<file path="src/rtl/f1_start_lights_if.sv">
// Bus between the start-light sequencer and its divider/lamp-bar neighbours.
// The master drives enable/tick/trigger; the slave (the sequencer) drives lamps and status.
interface f1_start_lights_if #(
   parameter int N_LIGHTS = 8
);
   logic                en;
   logic                tick;
   logic                trigger;
   logic [N_LIGHTS-1:0] lights;
   logic                cmd_seq;
   logic                cmd_delay;
   logic                busy;
   logic                done;

   modport master (
      output en, tick, trigger,
      input  lights, cmd_seq, cmd_delay, busy, done
   );

   modport slave (
      input  en, tick, trigger,
      output lights, cmd_seq, cmd_delay, busy, done
   );
endinterface

</file>
<file path="src/rtl/f1_start_lights.sv">
// F1 start-light sequencer: fills the lamps one per divider tick, holds them
// for a pseudo-random number of ticks taken from a free-running LFSR, then blanks them.
//
// state | meaning
// IDLE  | lamps off, waiting for a trigger rising edge
// FILL  | one more lamp lit per tick until all are on
// HOLD  | all lamps on, delay_cnt_q counts the random hold down in ticks
module f1_start_lights #(
   parameter int N_LIGHTS = 8,
   parameter int LFSR_W   = 7
) (
   input logic              clk,
   input logic              rst,
   f1_start_lights_if.slave bus
);

   typedef enum logic [1:0] {
      IDLE = 2'd0,
      FILL = 2'd1,
      HOLD = 2'd2
   } state_t;

   state_t              state_q;
   state_t              state_d;
   logic [N_LIGHTS-1:0] lights_q;
   logic [LFSR_W-1:0]   lfsr_q;
   logic [LFSR_W-1:0]   delay_cnt_q;
   logic                trig_q;
   logic                done_q;
   logic                start;
   logic                fill_last;
   logic                hold_last;

   assign start     = bus.trigger & ~trig_q;
   // The lamp bar is a thermometer code, so the next tick fills it once all but the top lamp are lit.
   assign fill_last = bus.tick & (&lights_q[N_LIGHTS-2:0]);
   assign hold_last = bus.tick & (delay_cnt_q == LFSR_W'(1));

   always_ff @(posedge clk) begin
      if (rst) begin
         state_q <= IDLE;
      end else if (bus.en) begin
         state_q <= state_d;
      end
   end

   always_comb begin
      state_d = state_q;
      case (state_q)
         IDLE:    if (start)     state_d = FILL;
         FILL:    if (fill_last) state_d = HOLD;
         HOLD:    if (hold_last) state_d = IDLE;
         default:                state_d = IDLE;
      endcase
   end

   always_comb begin
      bus.cmd_seq   = (state_q == FILL);
      bus.cmd_delay = (state_q == HOLD);
      bus.busy      = (state_q == FILL) || (state_q == HOLD);
   end

   // Edge detector and LFSR run regardless of enable; done is a one-shot that always self-clears.
   always_ff @(posedge clk) begin
      if (rst) begin
         lights_q    <= '0;
         done_q      <= 1'b0;
         trig_q      <= 1'b0;
         delay_cnt_q <= '0;
         lfsr_q      <= LFSR_W'(1);
      end else begin
         trig_q <= bus.trigger;
         lfsr_q <= {lfsr_q[LFSR_W-2:0], lfsr_q[LFSR_W-1] ^ lfsr_q[2]};
         done_q <= 1'b0;
         if (bus.en) begin
            case (state_q)
               IDLE: lights_q <= '0;
               FILL: begin
                  if (bus.tick) begin
                     lights_q <= {lights_q[N_LIGHTS-2:0], 1'b1};
                  end
                  if (fill_last) begin
                     delay_cnt_q <= lfsr_q;
                  end
               end
               HOLD: begin
                  if (hold_last) begin
                     lights_q <= '0;
                     done_q   <= 1'b1;
                  end else if (bus.tick) begin
                     delay_cnt_q <= delay_cnt_q - LFSR_W'(1);
                  end
               end
               default: lights_q <= '0;
            endcase
         end
      end
   end

   assign bus.lights = lights_q;
   assign bus.done   = done_q;

endmodule

</file>
<file path="src/flat_wrapper.sv">
// flat-port wrapper written by rule: the top's interface ports become plain ports
module f1_start_lights_flat 
#(
   parameter int N_LIGHTS = 8,
   parameter int LFSR_W   = 7
)
  (clk, rst, bus_en, bus_tick, bus_trigger, bus_lights, bus_cmd_seq, bus_cmd_delay, bus_busy, bus_done);
  f1_start_lights_if #(.N_LIGHTS(N_LIGHTS)) bus_i ();
  input logic clk;
  input logic rst;
  input wire logic [$bits(bus_i.en)-1:0] bus_en;
  input wire logic [$bits(bus_i.tick)-1:0] bus_tick;
  input wire logic [$bits(bus_i.trigger)-1:0] bus_trigger;
  output wire logic [$bits(bus_i.lights)-1:0] bus_lights;
  output wire logic [$bits(bus_i.cmd_seq)-1:0] bus_cmd_seq;
  output wire logic [$bits(bus_i.cmd_delay)-1:0] bus_cmd_delay;
  output wire logic [$bits(bus_i.busy)-1:0] bus_busy;
  output wire logic [$bits(bus_i.done)-1:0] bus_done;
  assign bus_i.en = bus_en;
  assign bus_i.tick = bus_tick;
  assign bus_i.trigger = bus_trigger;
  assign bus_lights = bus_i.lights;
  assign bus_cmd_seq = bus_i.cmd_seq;
  assign bus_cmd_delay = bus_i.cmd_delay;
  assign bus_busy = bus_i.busy;
  assign bus_done = bus_i.done;
  f1_start_lights #(.N_LIGHTS(N_LIGHTS), .LFSR_W(LFSR_W)) u_core (.clk(clk), .rst(rst), .bus(bus_i));
endmodule
</file>
<file path="config.mk">
export PLATFORM = sky130hd
export DESIGN_NAME = f1_start_lights_flat
export DESIGN_NICKNAME = d
export VERILOG_FILES = /design/src/rtl/f1_start_lights_if.sv /design/src/rtl/f1_start_lights.sv /design/src/flat_wrapper.sv
export SDC_FILE = /design/constraint.sdc
export NUM_CORES = 1
export LEC_CHECK = 0
export ABC_AREA = 1
export BUFFER_PORTS_ARGS = -buffer_cell sky130_fd_sc_hd__buf_4
export CORE_MARGIN = 2
export CORE_UTILIZATION = 45
export CTS_BUF_LIST = sky130_fd_sc_hd__clkbuf_8
export DETAILED_ROUTE_END_ITERATION = 7
export SYNTH_ARGS = -nofsm -noshare
export SYNTH_HDL_FRONTEND = slang
export SYNTH_SLANG_ARGS = --single-unit
</file>
<file path="constraint.sdc">
create_clock -name clk -period 1.9 [get_ports clk]
set_input_delay 0.38 -clock clk [delete_from_list [all_inputs] [get_ports clk]]
set_output_delay 0.38 -clock clk [all_outputs]
set_load 0.03 [all_outputs]
</file>
# Yosys cells after proc, flatten, opt, wreduce, memory -nomap -nowiden
# Index checks and enable logic that the tools add are counted.
[op_classes] n_bitwise=7 addsub=1 reduce_logical=8 n_eq_ne=9 n_mux=12
[op_table] operator="2-to-1 mux 7 bit" n=3
[op_table] operator="2-to-1 mux 8 bit" n=2
[op_table] operator="one-hot mux 8 bit (2 select lines)" n=1
[op_table] operator="one-hot mux 7 bit (2 select lines)" n=1
[op_table] operator="== test 7 x 1 -> 1 bit, second input constant" n=1
[op_table] operator="AND reduction 7 bit" n=1
[op_table] operator="subtractor 7 x 1 -> 7 bit, second input constant" n=1
[op_table] operator="2-to-1 mux 2 bit" n=3
[op_table] operator="inequality test 2 x 1 -> 1 bit, second input constant" n=3
[op_table] operator="inequality test 2 bit, second input constant" n=3
[op_table] operator="one-hot mux 2 bit (3 select lines)" n=1
[op_table] operator="AND reduction 5 bit" n=1
[op_table] operator="AND reduction 4 bit" n=1
[op_table] operator="AND 1 bit" n=3
[op_table] operator="NOT 1 bit" n=3
[op_table] operator="AND reduction 3 bit" n=1
[op_table] operator="OR reduction 3 bit" n=1
[op_table] operator="== test 2 x 1 -> 1 bit, second input constant" n=1
[op_table] operator="== test 2 bit, second input constant" n=1
[op_table] operator="zero test 2 bit" n=1
[op_table] operator="nonzero test 2 bit" n=1
[op_table] operator="logical OR 1 bit" n=1
[op_table] operator="2-to-1 mux 1 bit" n=1
[op_table] operator="bitwise XOR 1 bit" n=1
[word_totals] output_inout_bits=12 register_bits=26 word_cells=43 in_bits=5

# Longest topological paths before layout
[logic_depth] word_depth=4 depth_mapped=10 ltp_nobuf=10

# Worst setup path after synthesis
# No wires, ideal clock.
[synth_path] path_kind="register -> register" start="register u_core.state_q[0]" end="register u_core.delay_cnt_q[2]" n_path_buf=1 setup_ns=0.113 path_stages_with_launch=11 period_less_slack_ns=1.694 path_slack_ns=0.206 arrival_ns=1.582 t_required_ns=1.787 path_cell_list="dfxtp_1 > inv_1 > ha_1 > buf_2 > inv_2 > nand2_1 > nand3_4 > nor2_8 > nand2_1 > nand2_1 > nor2_1"
[synth_via] elab_chain_len=3 elab_cells_between_ends=8 cone_classes="5 x eq/ne; 1 x mux; 2 x reduce/logical"
[synth_rtl] element="from (decl)" line_no="f1_start_lights.sv:23" rtl="state_t state_q;"
[synth_rtl] element="from (signal assigned)" line_no="f1_start_lights.sv:43" rtl="state_q <= state_d;"
[synth_rtl] element="== test 2 bit *"
[synth_rtl] element="via bus_cmd_delay" line_no="flat_wrapper.sv:16" rtl="output wire logic [$bits(bus_i.cmd_delay)-1:0] bus_cmd_delay;"
[synth_rtl] element="inequality test 2 bit (no line) / nonzero test 2 bit (equally long branches)"
[synth_rtl] element="AND reduction 5 bit (no line)"
[synth_rtl] element="to (signal assigned)" line_no="f1_start_lights.sv:83" rtl="delay_cnt_q <= lfsr_q;"
[synth_rtl] element="to (signal assigned)" line_no="f1_start_lights.sv:91" rtl="delay_cnt_q <= delay_cnt_q - LFSR_W'(1);"
[synth_rtl] element="to (decl)" line_no="f1_start_lights.sv:27" rtl="logic [LFSR_W-1:0] delay_cnt_q;"
# Mark *: on every way through the listed nets, which the timed path passes. The rest lies on a longest branch.
# A chain may end at the register's enable or synchronous reset.

# Worst setup path in the final report
[layout_path] start="register u_core.state_q[0]" end="output port bus_cmd_delay"
[layout_via] elab_chain_len=1
[layout_rtl] element="== test 2 bit" line_no="f1_start_lights.sv:59" rtl="bus.cmd_delay = (state_q == HOLD);"
[layout_rtl] element="to (decl)" line_no="flat_wrapper.sv:16"
# Every way passes these cells.

==> run_results.csv <==
group,metric,value,unit
critical_path,path_buf_inv,3,
global_routing,grt_antenna_before_repair,0,
clock_network,cts_sinks,26,
final_layout,syn2layout_area_growth,16.46,%
clock_network,cts.repair.resized,0,
synth,synth_area,0.001345,mm2
synth,ys_ff_latch,26,
critical_path,crit_slowest_cell,"dfxtp_1",
sta,finalSetupViolCount,0,
sta,final.min_clock_period,1.811,ns
critical_path,reg2regPathDepth,8,
detailed_routing,drc,1,
place,place_area,0.001495,mm2
detailed_routing,routedWlPerCell,11.80,um
detailed_routing,drt-vias-per-instance,5.000,
detailed_routing,drt_iter0_drc,36,
final_layout,diodes,0,
critical_path,crit_fanout,7,
detailed_routing,route.antenna.remaining_nets,0,
clock_network,clock_latency,0.27,ns
global_routing,grtUsageTotal,18.04,%
critical_path,regToRegSetupSlack,0.18,ns
final_layout,utilization,55.84,%
floorplan,die_area,0.003442,mm2
global_routing,grt_pass1_vias,1097,
floorplan,die_h,58.67,um
hold_path,worstHoldEndpoint,"u_core.trig_q$_SDFF_PP0_",
synth,ys_seq_area_share,38.70,%
outcome,violations,"design-rule violations",
clock_network,cts_hold_buf,0,
hold_path,whs_path_depth,3,
synth,yosysTopAreaCell,"dfxtp_1",
place,portBuffers,16,
power,powerDensity,1002,mW/mm2
final_layout,nFillCells,304,
synth,synth_cell_types,26,
critical_path,rr_endpoint,"u_core.bus.lights[1]$_SDFFE_PP0P_",
synth,synthesis.nets,199,
critical_path,crit_path_frequent_cell,"buf_4",
critical_path,cp-start-kind,"flip-flop",
hold_path,hold_class,"in2reg",
sta,hold_viol_final,0,
final_layout,final_layout_size_suffix_gt1_share,17.96,%
sta,max_clock_freq,552.1,MHz
global_routing,grt_pass1_wl,4843,um
sta,grt_setup_unrepaired,"no",
clock_network,clockBufferDepth,2,
critical_path,path_cells,"inv_1 > ha_1 > buf_4 > buf_4",
critical_path,required,1.52,ns
synth,ys_top_cells_by_area,"dfxtp_1 39%, nand2_1 12%, nor2_1 9.5%",
floorplan,core,0.002805,mm2
critical_path,criticalPathCategory,"reg2out",
sta,tns,0,ns
synth,synthCells,188,
floorplan,start_util,47.95,%
sta,layout_setup_ws,0.08864,ns
final_layout,stdcell_area,0.001567,mm2
critical_path,cp_data_arrival_time,1.43,ns
synth,yosysWarnings,0,
clock_network,numCtsBuffers,3,
detailed_routing,firstDrtPassIters,6,
outcome,status,"finished with violations",
floorplan,die_w,58.67,um
synth,synth.top_cell.area_share,38.70,%
place,pre_cts_ws,0.2439,ns
global_routing,grt_max_degree,19,
detailed_routing,routed-via-count,1185,
critical_path,max_stage_delay,0.40,ns
place,place.gp.congestion,0.8541,
critical_path,cp_top_family,"buffers and inverters",
sta,final_max_slew_viol_count,0,
critical_path,reg2reg_from,"u_core.state_q[1]$_SDFFE_PP0P_",
sta,worst_pin_slew,0.3696,ns
detailed_routing,wirelength,2797,um
hold_path,min_from,"bus_trigger",
sta,finalCritPeriodShare,95.33,%
clock_network,cts-htree-levels,1,
clock_network,cts_tree,"built",
floorplan,rows,19,
sta,finalClockSkew,0.007010,ns
place,hpwl,2099,um
floorplan,ioPinCount,17,
critical_path,end_kind,"output port",
sta,relSlewSlack,75.33,%
synth,avgSynthCellArea,7.154,um2
power,p_leak,0.6695,nW
clock_network,clk_pin_slew_worst_paths,0.09,ns
clock_network,cts-root-buf,"clkbuf_8",
power,ir_worst_vdd,0.0004587,V
job,drv_cap,0,
clock_network,post_cts_buffers,0,
final_layout,nets,218,
global_routing,gr-total-overflow,0,
synthesized netlist by cell type, drive strengths merged:
master and instances:
inv 21, xor2 1, dfxtp 26, ha 6, o21ai 6, nand4 9, nand3b 1, o21bai 4
clkinv 1, nand3 9, buf 3, nor4 1, clkbuf 2, nor2 39, nand2 45, a21oi 14
registers in the layout, summed over array words and instances (netlist names):
register,cells
u_core.lfsr_q,7
u_core.bus.lights,8
u_core.bus.done,1
u_core.trig_q,1
u_core.delay_cnt_q,7
u_core.state_q,2
tightest hold or removal path: stages:
cell,delay (ns)
buf_4,0.07
inv_1,0.04
nor2_1,0.07
report_power, final:
| group | switching (mW) | internal (mW) |
|---|---|---|
| Clock | 0.178 | 0.282 |
| Combinational | 0.309 | 0.176 |
| Sequential | 0.0405 | 0.585 |
through the flow:
step	cells	hold slack, ns	total power, mW
floorplan	188	0.4031	1.013
global placement	233	0.4167	1.111
detailed placement	233	0.4189	1.117
CTS	237	0.3178	1.581
global route	237	0.3797	1.672
finish	237	0.3194	1.570
cell type report:
| cell class | instances | area, um2 | area share, % |
|---|---|---|---|
| clock buffers | 3 | 41.29 | 2.636 |
| well taps | 31 | 38.79 | 2.476 |
| inverters | 22 | 82.58 | 5.272 |
| clock inverters | 1 | 30.03 | 1.917 |
| multi-input cells | 135 | 710.7 | 45.37 |
| repair buffers | 19 | 142.6 | 9.105 |
| flip-flops and latches | 26 | 520.5 | 33.23 |
metal layers:
layer	global-route usage, %	vias up	wire (um)
met3	2.637	5	120
met1	26.30	525	1486
met2	27.45	21	1158
li1	-	634	-
met5	0	-	0
met4	5.844	0	31
placed cells by master (no fill, tap or decap), types with 2 or more instances in the layout:
cell,count
o21ai_0,6
nor2_2,4
nor2_1,34
a21oi_1,12
dfxtp_1,26
clkbuf_8,3
o21bai_1,4
nand2_1,42
buf_4,19
nand4_1,9
inv_2,2
ha_1,6
inv_1,19
nand3_1,7
nand2_2,3
kinds of logic after synthesis:
group / after synthesis / share of synthesized area [%]
AOI/OAI and AO/OA: 24 / 10.79
xor gates and xnor gates: 1 / 0.6513
adders and majority gates: 6 / 5.581
buffers and inverters: 27 / 8.465
DFF: 26 / 38.70
and+or+nand+nor: 104 / 35.81
how the worst max path moves through the flow:
| stage | start | endpoint | cells after the start | slack (ns) |
|---|---|---|---|---|
| floorplan | u_core.state_q[0]$_SDFFE_PP0P_ | u_core.delay_cnt_q[2]$_SDFFE_PP0P_ | 10 | 0.21 |
| global placement | u_core.state_q[0]$_SDFFE_PP0P_ | u_core.delay_cnt_q[2]$_SDFFE_PP0P_ | 9 | 0.27 |
| detailed placement | u_core.state_q[1]$_SDFFE_PP0P_ | u_core.bus.lights[1]$_SDFFE_PP0P_ | 8 | 0.24 |
| CTS | u_core.state_q[0]$_SDFFE_PP0P_ | bus_cmd_delay | 4 | 0.09 |
| global route | u_core.state_q[0]$_SDFFE_PP0P_ | bus_cmd_delay | 4 | 0.005 |
| finish | u_core.state_q[0]$_SDFFE_PP0P_ | bus_cmd_delay | 4 | 0.09 |
(Power assumes the default switching activity.)
